<file path="src/rtl/cpu_control_unit.sv">
// Fetch/execute sequencer for the 4-bit CPU: two clocks per instruction,
// routes all data writes through the external adder and tracks the zero flag.
module cpu_control_unit #(
  parameter logic [3:0] RESET_PC = 4'h0
) (
  input  logic       clk,
  input  logic       rst_n,
  output logic [3:0] rom_addr,
  input  logic [7:0] rom_data,
  input  logic [3:0] in_port,
  output logic [3:0] alu_a,
  output logic [3:0] alu_b,
  input  logic [3:0] alu_s,
  output logic [3:0] out_port,
  output logic       zf,
  output logic       fetch
);

  typedef enum logic {S_FETCH, S_EXEC} state_t;
  typedef enum logic [1:0] {D_NONE, D_A, D_B, D_OUT} dst_t;

  typedef struct packed {
    logic [3:0] opa;
    logic [3:0] opb;
    dst_t       dst;
    logic       jump;
  } dec_t;

  state_t     state, state_n;
  logic [3:0] pc, pc_n;
  logic [3:0] ra, ra_n;
  logic [3:0] rb, rb_n;
  logic [7:0] ir, ir_n;
  logic [3:0] out_n;
  logic       zf_n;
  dec_t       dec;

  logic [3:0] opc, im;
  assign opc = ir[7:4];
  assign im  = ir[3:0];

  // Decode is a pure function of IR and registers; operands are valid in
  // both states but only consumed at the EXEC edge.
  always_comb begin
    dec.opa  = 4'h0;
    dec.opb  = 4'h0;
    dec.dst  = D_NONE;
    dec.jump = 1'b0;
    case (opc)
      4'b0000: begin dec.opa = ra;      dec.opb = im;   dec.dst = D_A;   end
      4'b0101: begin dec.opa = rb;      dec.opb = im;   dec.dst = D_B;   end
      4'b0011: begin dec.opa = 4'h0;    dec.opb = im;   dec.dst = D_A;   end
      4'b0111: begin dec.opa = 4'h0;    dec.opb = im;   dec.dst = D_B;   end
      4'b0001: begin dec.opa = rb;      dec.opb = 4'h0; dec.dst = D_A;   end
      4'b0100: begin dec.opa = ra;      dec.opb = 4'h0; dec.dst = D_B;   end
      4'b0010: begin dec.opa = in_port; dec.opb = im;   dec.dst = D_A;   end
      4'b0110: begin dec.opa = in_port; dec.opb = im;   dec.dst = D_B;   end
      4'b1001: begin dec.opa = rb;      dec.opb = im;   dec.dst = D_OUT; end
      4'b1011: begin dec.opa = 4'h0;    dec.opb = im;   dec.dst = D_OUT; end
      4'b1111: dec.jump = 1'b1;
      4'b1110: dec.jump = ~zf;
      4'b1101: dec.jump = zf;
      default: ;
    endcase
  end

  assign alu_a    = dec.opa;
  assign alu_b    = dec.opb;
  assign rom_addr = pc;
  assign fetch    = (state == S_FETCH);

  always_comb begin
    state_n = state;
    pc_n    = pc;
    ra_n    = ra;
    rb_n    = rb;
    ir_n    = ir;
    out_n   = out_port;
    zf_n    = zf;
    case (state)
      S_FETCH: begin
        ir_n    = rom_data;
        state_n = S_EXEC;
      end
      S_EXEC: begin
        case (dec.dst)
          D_A:     ra_n  = alu_s;
          D_B:     rb_n  = alu_s;
          D_OUT:   out_n = alu_s;
          default: ;
        endcase
        if (dec.dst != D_NONE) zf_n = (alu_s == 4'h0);
        pc_n    = dec.jump ? im : pc + 4'h1;
        state_n = S_FETCH;
      end
      default: state_n = S_FETCH;
    endcase
  end

  always_ff @(posedge clk) begin
    if (!rst_n) begin
      state    <= S_FETCH;
      pc       <= RESET_PC;
      ra       <= 4'h0;
      rb       <= 4'h0;
      ir       <= 8'h00;
      out_port <= 4'h0;
      zf       <= 1'b0;
    end else begin
      state    <= state_n;
      pc       <= pc_n;
      ra       <= ra_n;
      rb       <= rb_n;
      ir       <= ir_n;
      out_port <= out_n;
      zf       <= zf_n;
    end
  end

endmodule

</file>
<file path="config.mk">
export PLATFORM = sky130hd
export DESIGN_NAME = cpu_control_unit
export DESIGN_NICKNAME = d
export VERILOG_FILES = /design/src/rtl/cpu_control_unit.sv
export SDC_FILE = /design/constraint.sdc
export NUM_CORES = 1
export LEC_CHECK = 0
export BUFFER_PORTS_ARGS = -buffer_cell sky130_fd_sc_hd__clkbuf_2
export CAP_MARGIN = 20
export CORE_MARGIN = 10
export CORE_UTILIZATION = 35
export DETAILED_ROUTE_END_ITERATION = 7
export GPL_ROUTABILITY_DRIVEN = 1
export GPL_TIMING_DRIVEN = 0
export HOLD_SLACK_MARGIN = 0.03
export SETUP_SLACK_MARGIN = 0.3
export SYNTH_ARGS = -nofsm -noshare
export SYNTH_HDL_FRONTEND = slang
export SYNTH_SLANG_ARGS = --single-unit
export TNS_END_PERCENT = 20
</file>
<file path="constraint.sdc">
create_clock -name clk -period 1.6 [get_ports clk]
set_clock_uncertainty 0.05 [all_clocks]
set_input_delay 0.08 -clock clk [delete_from_list [all_inputs] [get_ports clk]]
set_output_delay 0.08 -clock clk [all_outputs]
set_load 0.01 [all_outputs]
</file>
======== Word level (Yosys, flattened, before mapping) ========
Cells that the tools add are included.
storage, ports and cells
  input port bits ......................... 18
  output and inout port bits .............. 18
  register bits after elaboration ......... 26
operators by class
  bitwise logic cells ..................... 2
  reduce and logical (&&, ||, !) cells .... 7
  mux-type cells .......................... 4
  add/sub/neg operators ................... 1
  eq/ne operators ......................... 15
operators by type and width
  kind                 count
  $pmux 10 s10         1
  $eq 4x4->1 const B   5
  $eq 4x3->1 const B   4
  $eq 4x2->1 const B   2
  $logic_not 4->1      2
  $reduce_and 2->1     4
  $add 4x1->4 const B  1
  $eq 2x2->1 const B   2
  $eq 4x1->1 const B   1
  $mux 4               1
  $pmux 1 s3           1
  $eq 2x1->1 const B   1
  $not 1->1            2
  $pmux 1 s2           1
  $reduce_bool 2->1    1

======== Depth between registers and ports, before layout ========
  word-level depth ........................ 4
  depth in mapped cells ................... 5

======== Worst setup path before layout ========
No wires, ideal clock.
  path kind ............................... register to register
  from .................................... reg zf
  to ...................................... reg pc[2], in the netlist rom_addr[2]
  path buffers ............................ 0
  slack ................................... 0.226 ns
  cell stages (with the launch flop) ...... 5
  clock period less this slack ............ 1.374 ns
  arrival time ............................ 1.202 ns
  setup time .............................. 0.122 ns
  path through ............................ dfxtp_1 > mux2i_4 > nor2_4 > and4_1 > a311o_1
between the ends
  cells in the longest elaborated chain, start to end .. 3
RTL lines
  element                 RTL line  source
  start, declared         15        output logic zf,
  start signal, assigned  116       zf <= zf_n;
  $not 1->1               61        4'b1110: dec.jump = ~zf;
  $pmux 1 s3 *            49        case (opc)
  $mux 4 *                93        pc_n = dec.jump ? im : pc + 4'h1;
  end signal, assigned    111       pc <= pc_n;
  end, declared           30        logic [3:0] pc, pc_n;
Mark *: on every way between the ends. The rest lies on a longest branch, timed or not.
A chain may end at the register's enable or synchronous reset.

======== Worst setup path in the final report ========
  from .................................... reg ir[6]
  to ...................................... out alu_b[2]
between the ends
  cells in the longest elaborated chain, start to end .. 2
  elaborated cells between the ends (all ways) .. 11
RTL lines
  element                                   RTL line  source
  start, declared                           33        logic [7:0] ir, ir_n;
  start signal, assigned                    114       ir <= ir_n;
  $eq 4x4->1, or another cell as far along  49
  $pmux 10 s10 *                            49
  end, declared                             12        output logic [3:0] alu_b,
Marked as above.

==> flow_metrics.tcl <==
set metrics [dict create \
    status "completed" \
    ys_seq_area_share_pct 41.11 \
    setup_viol 0 \
    critPathRequiredTime_ps 1470 \
    stdcell_count 228 \
    final_antenna_net_count 0 \
    fin_crit_share_pct 96.42 \
    grt_max_degree 16 \
    timing.setup.tns_ps 0 \
    buffer_ports.inserted 35 \
    cts.sink_count 26 \
    clk_latency_ps 320 \
    detail_route.first_pass.iterations 4 \
    dp_cells 209 \
    drive_gt1_share_pct 39.01 \
    tritoncts "done" \
    global_placement_routability_congestion 0.7127 \
    mostFrequentLayoutCells "clkbuf_2, nor2b_1, mux2i_1" \
    synthFlopType "dfxtp_1" \
    die_width_um 80.15 \
    syn_nets 147 \
    die-height_um 80.15 \
    hold_viol_final 0 \
    maximum_count_of_clock_buffers_along_a_single_path 2 \
    grt_first_pass_wirelength_um 5630 \
    layout_net_count 202 \
    timing.setup.critical_path_class "reg2out" \
    worstHoldPathType "in2reg" \
    irDropWorstVdd_v 0.0005536 \
    slew_violations 0 \
    coreArea_um2 3416 \
    syn_inst 128 \
    grt_pass1_vias 1169 \
    synth_warnings 0 \
    antenna_cells 0 \
    detailroute.via_count 1093 \
    htree_num_levels 1 \
    arrival_worst_endpoint_ps 1410 \
    total_power_mw 1.437 \
    worst_pin_slew_ps 373.7 \
    start_kind "flop" \
    r2r_cells 6 \
    count_of_unique_library_cells_instantiated_by_yosys 27 \
    dp_hpwl_um 2384 \
    final_common_cell "clkbuf_2" \
    clkSlewWorstSetupHoldPaths_ps 130 \
    crit_path_max_fanout 4 \
    syn_area_um2 1266 \
    globalRouteTotalUtil_pct 10.64 \
    asyncSetResetFlopFracSynth_pct 0 \
    clockRootBuffer "clkbuf_4" \
    rows 21 \
    cts_buffers 3 \
    initial_core_util_pct 37.07 \
    cap_viol_max_count 0 \
    overflow 0 \
    floorplan.die_area_um2 6423 \
    syn_area_per_cell_um2 9.892 \
    routed_wirelength_um 3250 \
    fin_crit_ps 1543 \
    power-per-cell-area_nw_per_um2 808.0 \
    fillerInstances 322 \
    maxSlewHeadroom_pct 75.09 \
    post_route_drc 0 \
    ios 36 \
    power_leakage_nw 0.7911 \
    route.detailed.wl_per_inst_um 14.25 \
    yosys_register_bits 26 \
    detail_route.vias_per_cell 4.794 \
    final_cell_area_um2 1778 \
    rsz0062_at_grt "yes" \
    cp-end-kind "primary output" \
    timing.fmax_ghz 0.6482 \
    total_placed_instance_area_um2 1500 \
    flow.area_growth_from_synthesis_pct 40.42 \
    hold_depth 3 \
    grt_antenna_before_repair 0 \
    synth_edf_count 0 \
    drt-initial-drc-count 73 \
]
per-stage QoR:
step | worst slack (ps) | hold WS [ps] | util, %
floorplan | 308.6 | 196.2 | -
global placement | 181.2 | 285.5 | 43.92
detailed placement | 154.7 | 293.6 | 43.92
CTS | 47.63 | 42.67 | 50.92
global route | -5.942 | 38.78 | 52.05
finish | 57.25 | 54.47 | 52.05
Yosys cell counts, drive strengths merged, types with 2 or more instances:
library cell,number,area share (%)
nand4b,2,1.4
or2,2,0.99
a21oi,5,2.0
nand2,7,2.3
o31a,2,1.4
buf,4,1.8
o21ai,7,2.8
dfxtp,26,41
inv,2,0.59
nand3b,2,1.2
clkbuf,3,0.89
mux2i,27,22
nor2b,27,13
and3,2,0.99
layout make-up:
cell class                 instances  area (um2)  share of cell area (%)
clock inverter                     1       30.03                   1.689
tap                               46       57.56                   3.237
sequential                        26       531.8                   29.91
buffer                             7       52.55                   2.956
timing repair buffer              50       315.3                   17.73
multi-input combinational         93       760.7                   42.79
inverter                           2       7.507                  0.4222
clock buffer                       3       22.52                   1.267
routing by layer:
layer  GRT usage, %  share of wire [%]  up-vias
met3          3.452                4.6        2
met5              0                  0        -
met1          12.88                 45      515
met4          2.113               0.65        0
li1               -                  -      552
met2          17.90                 49       24
power by group:
| part | internal (mW) | total, mW | switching [mW] |
|---|---|---|---|
| clock network | 0.253 | 0.448 | 0.194 |
| registers | 0.679 | 0.707 | 0.0282 |
| logic | 0.148 | 0.282 | 0.134 |
critical path: stages, from the launching register on:
cell and delay [ps]:
dfxtp_4 380, nand2b_4 140, o31a_1 240, o21ai_2 110
nor2b_1 80, buf_2 140
sequential cells by signal (all words and copies together) (netlist names):
register,count
ir,8
out_port,4
ra,4
rb,4
rom_addr,4
state,1
zf,1
final timing paths:
check,from,endpoint,slack [ps]
hold / removal,alu_s[1],rb[1]$_SDFFE_PN0P_,50
setup / recovery,ir[6]$_SDFFE_PN0N_,alu_b[2],60
hold reg to reg,ir[0]$_SDFFE_PN0N_,rom_addr[0]$_SDFFE_PN0P_,450
setup reg to reg,ir[7]$_SDFFE_PN0N_,rom_addr[2]$_SDFFE_PN0P_,230
timing repair:
item | in CTS | in global routing
cloned | 0 | 0
hold buffers | 11 | 0
hold endpoints to repair | 13 | 0
pin swaps | 0 | 7
endpoints found under the setup margin | 19 | 27
buffers inserted | 4 | 0
gates resized for setup | 18 | 22
cells by family (layout without fill, tap and decap cells):
family / count (synthesis) / after routing / synth area share [%]
adders and majority gates: 1 / 1 / 0.9880
DFF: 26 / 26 / 41.11
buffers and inverters: 9 / 63 / 3.261
AOI/OAI and AO/OA: 16 / 16 / 7.411
and+or+nand+nor: 49 / 49 / 24.90
muxes: 27 / 27 / 22.33
Note: power is estimated with default switching activity, not from simulation.
